## src/rtl/cfg_pkg.sv

```systemverilog
// cfg_pkg: shared FSM state type and CRC-16-CCITT constants for the config loader.
package cfg_pkg;
    typedef enum logic [1:0] {IDLE, LOAD, VERIFY, DONE} state_t;
    localparam logic [15:0] CRC_POLY = 16'h1021;
    localparam logic [15:0] CRC_INIT = 16'hFFFF;
endpackage

```

## src/rtl/cfg_crc16.sv

```systemverilog
// cfg_crc16: one-bit serial CRC-16-CCITT update, MSB first.
module cfg_crc16
    import cfg_pkg::*;
(
    input  logic [15:0] crc,
    input  logic        bit_in,
    output logic [15:0] crc_next
);
    assign crc_next = {crc[14:0], 1'b0} ^ ((crc[15] ^ bit_in) ? CRC_POLY : 16'h0000);
endmodule

```

## src/rtl/cfg_loader.sv

```systemverilog
// cfg_loader: streams bitstream words serially into a config chain, then recirculates
// the chain once to check its contents against the CRC taken while loading.
module cfg_loader
    import cfg_pkg::*;
#(
    parameter int WORD_W    = 32,
    parameter int CHAIN_LEN = 256
) (
    input  logic              clk,
    input  logic              nrst,
    input  logic              start,
    input  logic [WORD_W-1:0] word_in,
    input  logic              word_valid,
    output logic              word_ready,
    output logic              config_data_out,
    output logic              config_en,
    input  logic              config_data_in,
    output logic              busy,
    output logic              done,
    output logic              crc_err
);
    localparam int CW     = $clog2(CHAIN_LEN + 1);
    localparam int BW     = $clog2(WORD_W + 1);
    localparam int NWORDS = (CHAIN_LEN + WORD_W - 1) / WORD_W;
    localparam logic [CW-1:0] LAST = CW'(CHAIN_LEN - 1);
    localparam logic [CW-1:0] NW   = CW'(NWORDS);

    state_t            state, state_next;
    logic [WORD_W-1:0] sreg;
    logic [BW-1:0]     buf_cnt;
    logic [CW-1:0]     bit_cnt, word_cnt;
    logic [15:0]       load_crc, verify_crc, load_crc_next, verify_crc_next;
    logic              go, accept, load_shift, last_bit;

    cfg_crc16 u_load_crc   (.crc(load_crc),   .bit_in(sreg[WORD_W-1]), .crc_next(load_crc_next));
    cfg_crc16 u_verify_crc (.crc(verify_crc), .bit_in(config_data_in), .crc_next(verify_crc_next));

    always_comb begin
        go              = start && (state == IDLE || state == DONE);
        word_ready      = state == LOAD && buf_cnt <= BW'(1) && word_cnt < NW;
        accept          = word_valid && word_ready;
        load_shift      = state == LOAD && buf_cnt != '0;
        config_en       = load_shift || state == VERIFY;
        config_data_out = state == VERIFY ? config_data_in : (load_shift ? sreg[WORD_W-1] : 1'b0);
        last_bit        = config_en && bit_cnt == LAST;
        busy            = state == LOAD || state == VERIFY;
        done            = state == DONE;
        state_next      = go ? LOAD : (last_bit ? (state == LOAD ? VERIFY : DONE) : state);
    end

    always_ff @(posedge clk or negedge nrst) begin
        if (!nrst) state <= IDLE;
        else       state <= state_next;
    end

    always_ff @(posedge clk or negedge nrst) begin
        if (!nrst) begin
            sreg       <= '0;
            buf_cnt    <= '0;
            bit_cnt    <= '0;
            word_cnt   <= '0;
            crc_err    <= 1'b0;
            load_crc   <= CRC_INIT;
            verify_crc <= CRC_INIT;
        end else if (go) begin
            buf_cnt    <= '0;
            bit_cnt    <= '0;
            word_cnt   <= '0;
            crc_err    <= 1'b0;
            load_crc   <= CRC_INIT;
            verify_crc <= CRC_INIT;
        end else begin
            if (accept) begin
                sreg     <= word_in;
                buf_cnt  <= BW'(WORD_W);
                word_cnt <= word_cnt + CW'(1);
            end else if (load_shift) begin
                sreg    <= sreg << 1;
                buf_cnt <= buf_cnt - BW'(1);
            end
            if (load_shift) load_crc <= load_crc_next;
            if (state == VERIFY) verify_crc <= verify_crc_next;
            if (config_en) bit_cnt <= last_bit ? '0 : bit_cnt + CW'(1);
            // leftover bits of a final partial word never reach the chain
            if (last_bit && state == LOAD) buf_cnt <= '0;
            if (last_bit && state == VERIFY) crc_err <= load_crc != verify_crc_next;
        end
    end
endmodule
```

## config.mk

```make
export PLATFORM = sky130hd
export DESIGN_NAME = cfg_loader
export DESIGN_NICKNAME = d
export VERILOG_FILES = /design/src/rtl/cfg_pkg.sv /design/src/rtl/cfg_crc16.sv /design/src/rtl/cfg_loader.sv
export SDC_FILE = /design/constraint.sdc
export NUM_CORES = 1
export LEC_CHECK = 0
export BUFFER_PORTS_ARGS = -buffer_cell sky130_fd_sc_hd__buf_2
export CAP_MARGIN = 0
export CORE_MARGIN = 4
export CORE_UTILIZATION = 55
export DETAILED_ROUTE_END_ITERATION = 10
export PLACE_DENSITY = 0.8
export SYNTH_ARGS = -nofsm -noshare
export SYNTH_HDL_FRONTEND = slang
export SYNTH_HIERARCHICAL = 1
export SYNTH_SLANG_ARGS = --single-unit
```

## constraint.sdc

```tcl
create_clock -name clk -period 1.88 [get_ports clk]
set_input_delay 0.282 -clock clk [delete_from_list [all_inputs] [get_ports clk]]
set_output_delay 0.282 -clock clk [all_outputs]
set_load 0.01 [all_outputs]
```

[Word level (Yosys, flattened, before mapping)]
Index checks and enable logic that the tools add are counted.
Word-level totals
  register bits: 91
  output and inout port bits: 6
Cells by class
  add/subtract/negate cells: 3
  magnitude comparators: 2
  equality and inequality tests: 5
  muxes and demuxes: 24
  bitwise logic cells: 5
  reduce and logical (&&, ||, !) cells: 22
Operator list (count)
  $mux W16: 4
  $mux W32: 2
  $mux W9: 5
  $xor A16 B16 Y16: 2
  $mux W13: 2
  $mux W6: 4
  $add A9 B1 Y9 const B: 2
  $ne A16 B16 Y1: 1
  $reduce_bool A2 Y1: 7
  $eq A9 B8 Y1 const B: 1
  $lt A9 B4 Y1 const B: 1
  $logic_and A1 B1 Y1: 8
  $le A6 B1 Y1 const B: 1
  $reduce_bool A6 Y1: 1
  $sub A6 B1 Y6 const B: 1
  $mux W1: 5
  $eq A2 B2 Y1 const B: 2
  $mux W2: 2
  $reduce_bool A4 Y1: 1
  $logic_or A1 B1 Y1: 3
  $eq A2 B1 Y1 const B: 1
  $logic_not A2 Y1: 1
  $reduce_and A2 Y1: 1
  $xor A1 B1 Y1: 2
  $not A1 Y1: 1

[Longest topological paths before layout]
  depth after elaboration: 7
  gate-level depth with buffers: 9

[Cells and area by module]
Netlist, hierarchy kept.
Modules (own cells, without submodules)
  cfg_loader: instances 1, cells each 558, area each 5153.7 um^2, sequential area each 2317.2 um^2
  cfg_crc16: instances 2, cells each 16, area each 153.9 um^2, sequential area each 0.0 um^2

[Worst setup path after synthesis]
OpenSTA, ideal clock, no wires.
  path type: register to register
  start point: register state[1]
  end point: register sreg[25]
  library setup time: 126 ps
  data arrival time: 1938 ps
  slack: -184 ps
  cell stages (with the launch flop): 10
  path buffers: 2
  clock period less this slack: 2064 ps
  cells stage by stage: dfrtp_1 > inv_1 > ha_1 > buf_4 > nor4b_4 > o2111ai_4 > clkinv_2 > buf_2 > a211oi_1 > a311o_1
Between the ends
  word-level cells in the longest chain between the ends: 6
  elaborated cells between the ends (all ways): 13
RTL lines
  start: declaration: RTL line cfg_loader.sv:28  | state_t state, state_next;
  start signal: assignment: RTL line cfg_loader.sv:53  | else state <= state_next;
  $eq A2 B1 Y1 *: RTL line cfg_loader.sv:40  | word_ready = state == LOAD && buf_cnt <= BW'(1) && word_cnt < NW;
  $logic_and A1 B1 Y1 * (2 in series): RTL line cfg_loader.sv:40
  via word_ready: RTL line cfg_loader.sv:14  | output logic word_ready,
  $logic_and A1 B1 Y1 *: RTL line cfg_loader.sv:41  | accept = word_valid && word_ready;
  $reduce_bool A2 Y1 (no source line)
  $reduce_and A2 Y1 (no source line)
  end signal: assignment: RTL line cfg_loader.sv:74  | sreg <= word_in;
  end signal: assignment: RTL line cfg_loader.sv:78  | sreg <= sreg << 1;
  end: declaration: RTL line cfg_loader.sv:29  | logic [WORD_W-1:0] sreg;
The timed path passes the listed nets; every way through them passes the cells marked *.
A chain may end at the register's enable or synchronous reset.

[Worst setup path in the final report]
  start point: register state[1]
  end point: output word_ready
Between the ends
  word-level cells in the longest chain between the ends: 3
RTL lines (RTL line)
  $eq A2 B1 Y1: cfg_loader.sv:40
  $logic_and A1 B1 Y1 (2 in series): cfg_loader.sv:40
  end: declaration: cfg_loader.sv:14
Every way passes these cells.

==> metrics.txt <==
total grt overflow=0; share of layout cells above drive strength 1=31.3%; H-tree lvl count=3; synthesis-stage register bit count=91; post-synthesis mux area share=3.69%; Adder-Cell Fraction of Synth Area=2.06%; Total Nets Final=677; CTS Sinks=91; GR Util All Layers=23.9%; Detailed Route Iter0 Violations=496; I/O Buffers=42; Synth top cells by count=157 x nand2_1, 59 x dfrtp_1, 32 x dfstp_2, 32 x o31ai_1; Worst slew margin=67.7%; ys async rst share=100%; Final Hold Fails=0; end of the worst register-to-register path=sreg[19]$_DFFE_PN0P_; Synth Area in XOR/XNOR=5.27%; crit path buf inv count=4; Max Slew Vio Count=0; vias in the first global route=4621; Max Clk Rate=0.496 GHz; Synth cell types=52; Peak supply drop=708 uV; Post-Synth Simple-Gate Area=17.9%; GPL Wtd Cong=0.852; CP delay by family, top=flip-flops; PwrDens=1530 nW/um^2; total number of vias=4596; critical path class=reg2out; Setup crit end kind=primary output; CP Cell Sequence=inv_2, ha_4, nor4b_4, o2111ai_4, clkinv_4, buf_12, buf_6; R2R Setup Slk=-0.11 ns; Setup Skew=0.0134 ns; post-synthesis compound-gate area fraction=19.8%; vias per cell=5.97; Die Width=108 um; post-synth net total=636; largest family of logic cells by synthesized area=compound AO/OA/AOI/OAI gates; post-synth top area cell=dfrtp_1; Tot Pwr=10.0 mW; Post-DRT Antenna Nets=0; TritonCTS clock tree=built; startpoint types=register; worst hold margin=0.216 ns; Mapped Cells=590; # rows=36; core footprint=9730 um^2; Fillers=732; cell area after synthesis=5460 um^2; Worst Tran Pin Value=0.484 ns; Final TNS setup=-3.26 ns; top cells by area, synth=dfrtp_1 27%, dfstp_2 15%, nand2_1 11%, a311o_1 5.7%, o31ai_1 4.4%; 1st-pass router iterations=4; Starting Density=56.1%; HPWL Detailed=8360 um; WL/cell=17.7 um; worst r2r path cells=9; crit path time final=2.01 ns; status=finished with violations; slowest CP cell=dfrtp_1; Worst Hold End=sreg[0]$_DFFE_PN0P_; total number of yosys warnings=6; final setup fails=40; CTS Buffer Depth=2; worst skew pair latency=0.38 ns; final core utilization=67.2%; global-route wire length before repair=22100 um; number of synthesized flops with an enable pin=0; total CTS buffers=9; root buffer cell=clkbuf_8; Synth Area per Inst=9.26 um^2; Leak=2.83 nW; failing checks=negative setup slack; post-synth top area share=27.0%; initial antenna violation count=1; RSZ-0062 raised after global routing=true; worst setup margin=-0.135 ns; Reg-to-Reg Start=state[1]$_DFFE_PN0P_; crit-path max cell delay=0.39 ns; Die ar.=11600 um^2; cell with the most instances after synthesis=nand2_1; predominant post-synthesis flop cell=dfrtp_1; CP Max Fanout=4; io pins=43; Tightest Hold Check Type=in2reg; Layout Area Growth over Synthesis=19.7%; Req. time, crit path=1.60 ns; pin count of the biggest net entering global routing=45; WL final=13600 um; period utilization=107%; critical path data arrival time=1.73 ns; Worst Hold Depth=3; Worst-path clk slew=0.09 ns; Die H=108 um; Seq/Total Area, Yosys=42.4%; Hold Startpoint=word_in[0]; DRC=0; max cap viols=0
[sequential cells by signal, indices dropped and copies added (netlist names)]
name        cells
bit_cnt         9
word_cnt        9
state           2
buf_cnt         6
sreg           32
load_crc       16
crc_err         1
verify_crc     16
[cell type report]
cell class / instances / area [um^2] / share of cell area (%)
Tap cell: 133 / 166 / 2.55
Timing Repair Buffer: 107 / 972 / 14.9
Multi-Input combinational cell: 411 / 2860 / 43.8
Clock inverter: 5 / 28.8 / 0.440
Inverter: 11 / 46.3 / 0.708
Clock buffer: 11 / 141 / 2.16
Antenna cell: 1 / 2.50 / 0.0383
Sequential cell: 91 / 2320 / 35.5
[power by group]
part | switching (mW) | leakage, nW | internal (mW)
Combinational | 2.74 | 1.66 | 2.74
Clock | 0.712 | 0.0828 | 0.508
Sequential | 0.589 | 1.09 | 2.71
[through the flow]
| step | std cells | setup WS (ns) | area, um^2 |
|---|---|---|---|
| 2_1_floorplan | 590 | -0.103 | 5550 |
| 4_1_cts | 760 | -0.117 | 6300 |
| 3_3_place_gp | 728 | 0.00121 | 5890 |
| 5_1_grt | 770 | -0.239 | 6540 |
| 3_5_place_dp | 728 | -0.171 | 5890 |
| 6_report | 770 | -0.135 | 6540 |
[what timing repair did]
action / CTS / global route
gates resized for setup: 22 / 35
pin swaps: 8 / 17
hold buffers: 1 / 0
buffers inserted: 14 / 9
endpoints found under the setup margin: 47 / 63
cloned: 1 / 2
endpoints found under the hold margin: 32 / 0
[layer usage]
metal | track usage [%] | vias up | part of all wire, %
li1 | - | 2164 | -
met1 | 30.4 | 2276 | 42
met2 | 39.7 | 127 | 50
met3 | 4.14 | 29 | 4.7
met4 | 10.9 | 0 | 2.8
met5 | 0 | - | 0
[cell families (layout without fill, tap and decap cells)]
group                    Yosys count  after routing
adder cells (fa/ha/maj)            9              9
buffers and inverters             88            134
AO/OA/AOI/OAI                    132            132
AND/OR/NAND/NOR                  224            224
flip-flops                        91             91
XOR/XNOR                          26             26
other                              0              1
multiplexers                      20             20
[cell usage in the layout (no fill, tap or decap), drive strengths merged, types with 10 or more instances in the layout]
cell type	synthesis	layout
nor2	10	10
nand3	20	20
dfrtp	59	59
clkbuf	27	13
o31ai	32	32
nand2	158	158
buf	50	103
a311o	31	31
a211oi	31	31
mux2i	19	19
xnor2	17	17
dfstp	32	32
[worst min-delay path: cells and delay by family]
kind	cells	cell delay, ns
buffers and inverters	1	0.08
AND/OR/NAND/NOR	1	0.09
AO/OA/AOI/OAI	1	0.09
[worst max-delay path by stage]
stage	start	end	slack, ns	cells after the start
after floorplan	state[1]$_DFFE_PN0P_	sreg[25]$_DFFE_PN0P_	-0.10	9
after global placement	buf_cnt[0]$_DFFE_PN0P_	buf_cnt[1]$_DFFE_PN0P_	0.001	7
after detailed placement	buf_cnt[3]$_DFFE_PN0P_	state[0]$_DFFE_PN0P_	-0.17	5
after CTS	buf_cnt[5]$_DFFE_PN0P_	config_en	-0.12	5
after global routing	buf_cnt[1]$_DFFE_PN0P_	buf_cnt[1]$_DFFE_PN0P_	-0.24	8
final	state[1]$_DFFE_PN0P_	word_ready	-0.13	7
Power figures use the tool's default switching activity.
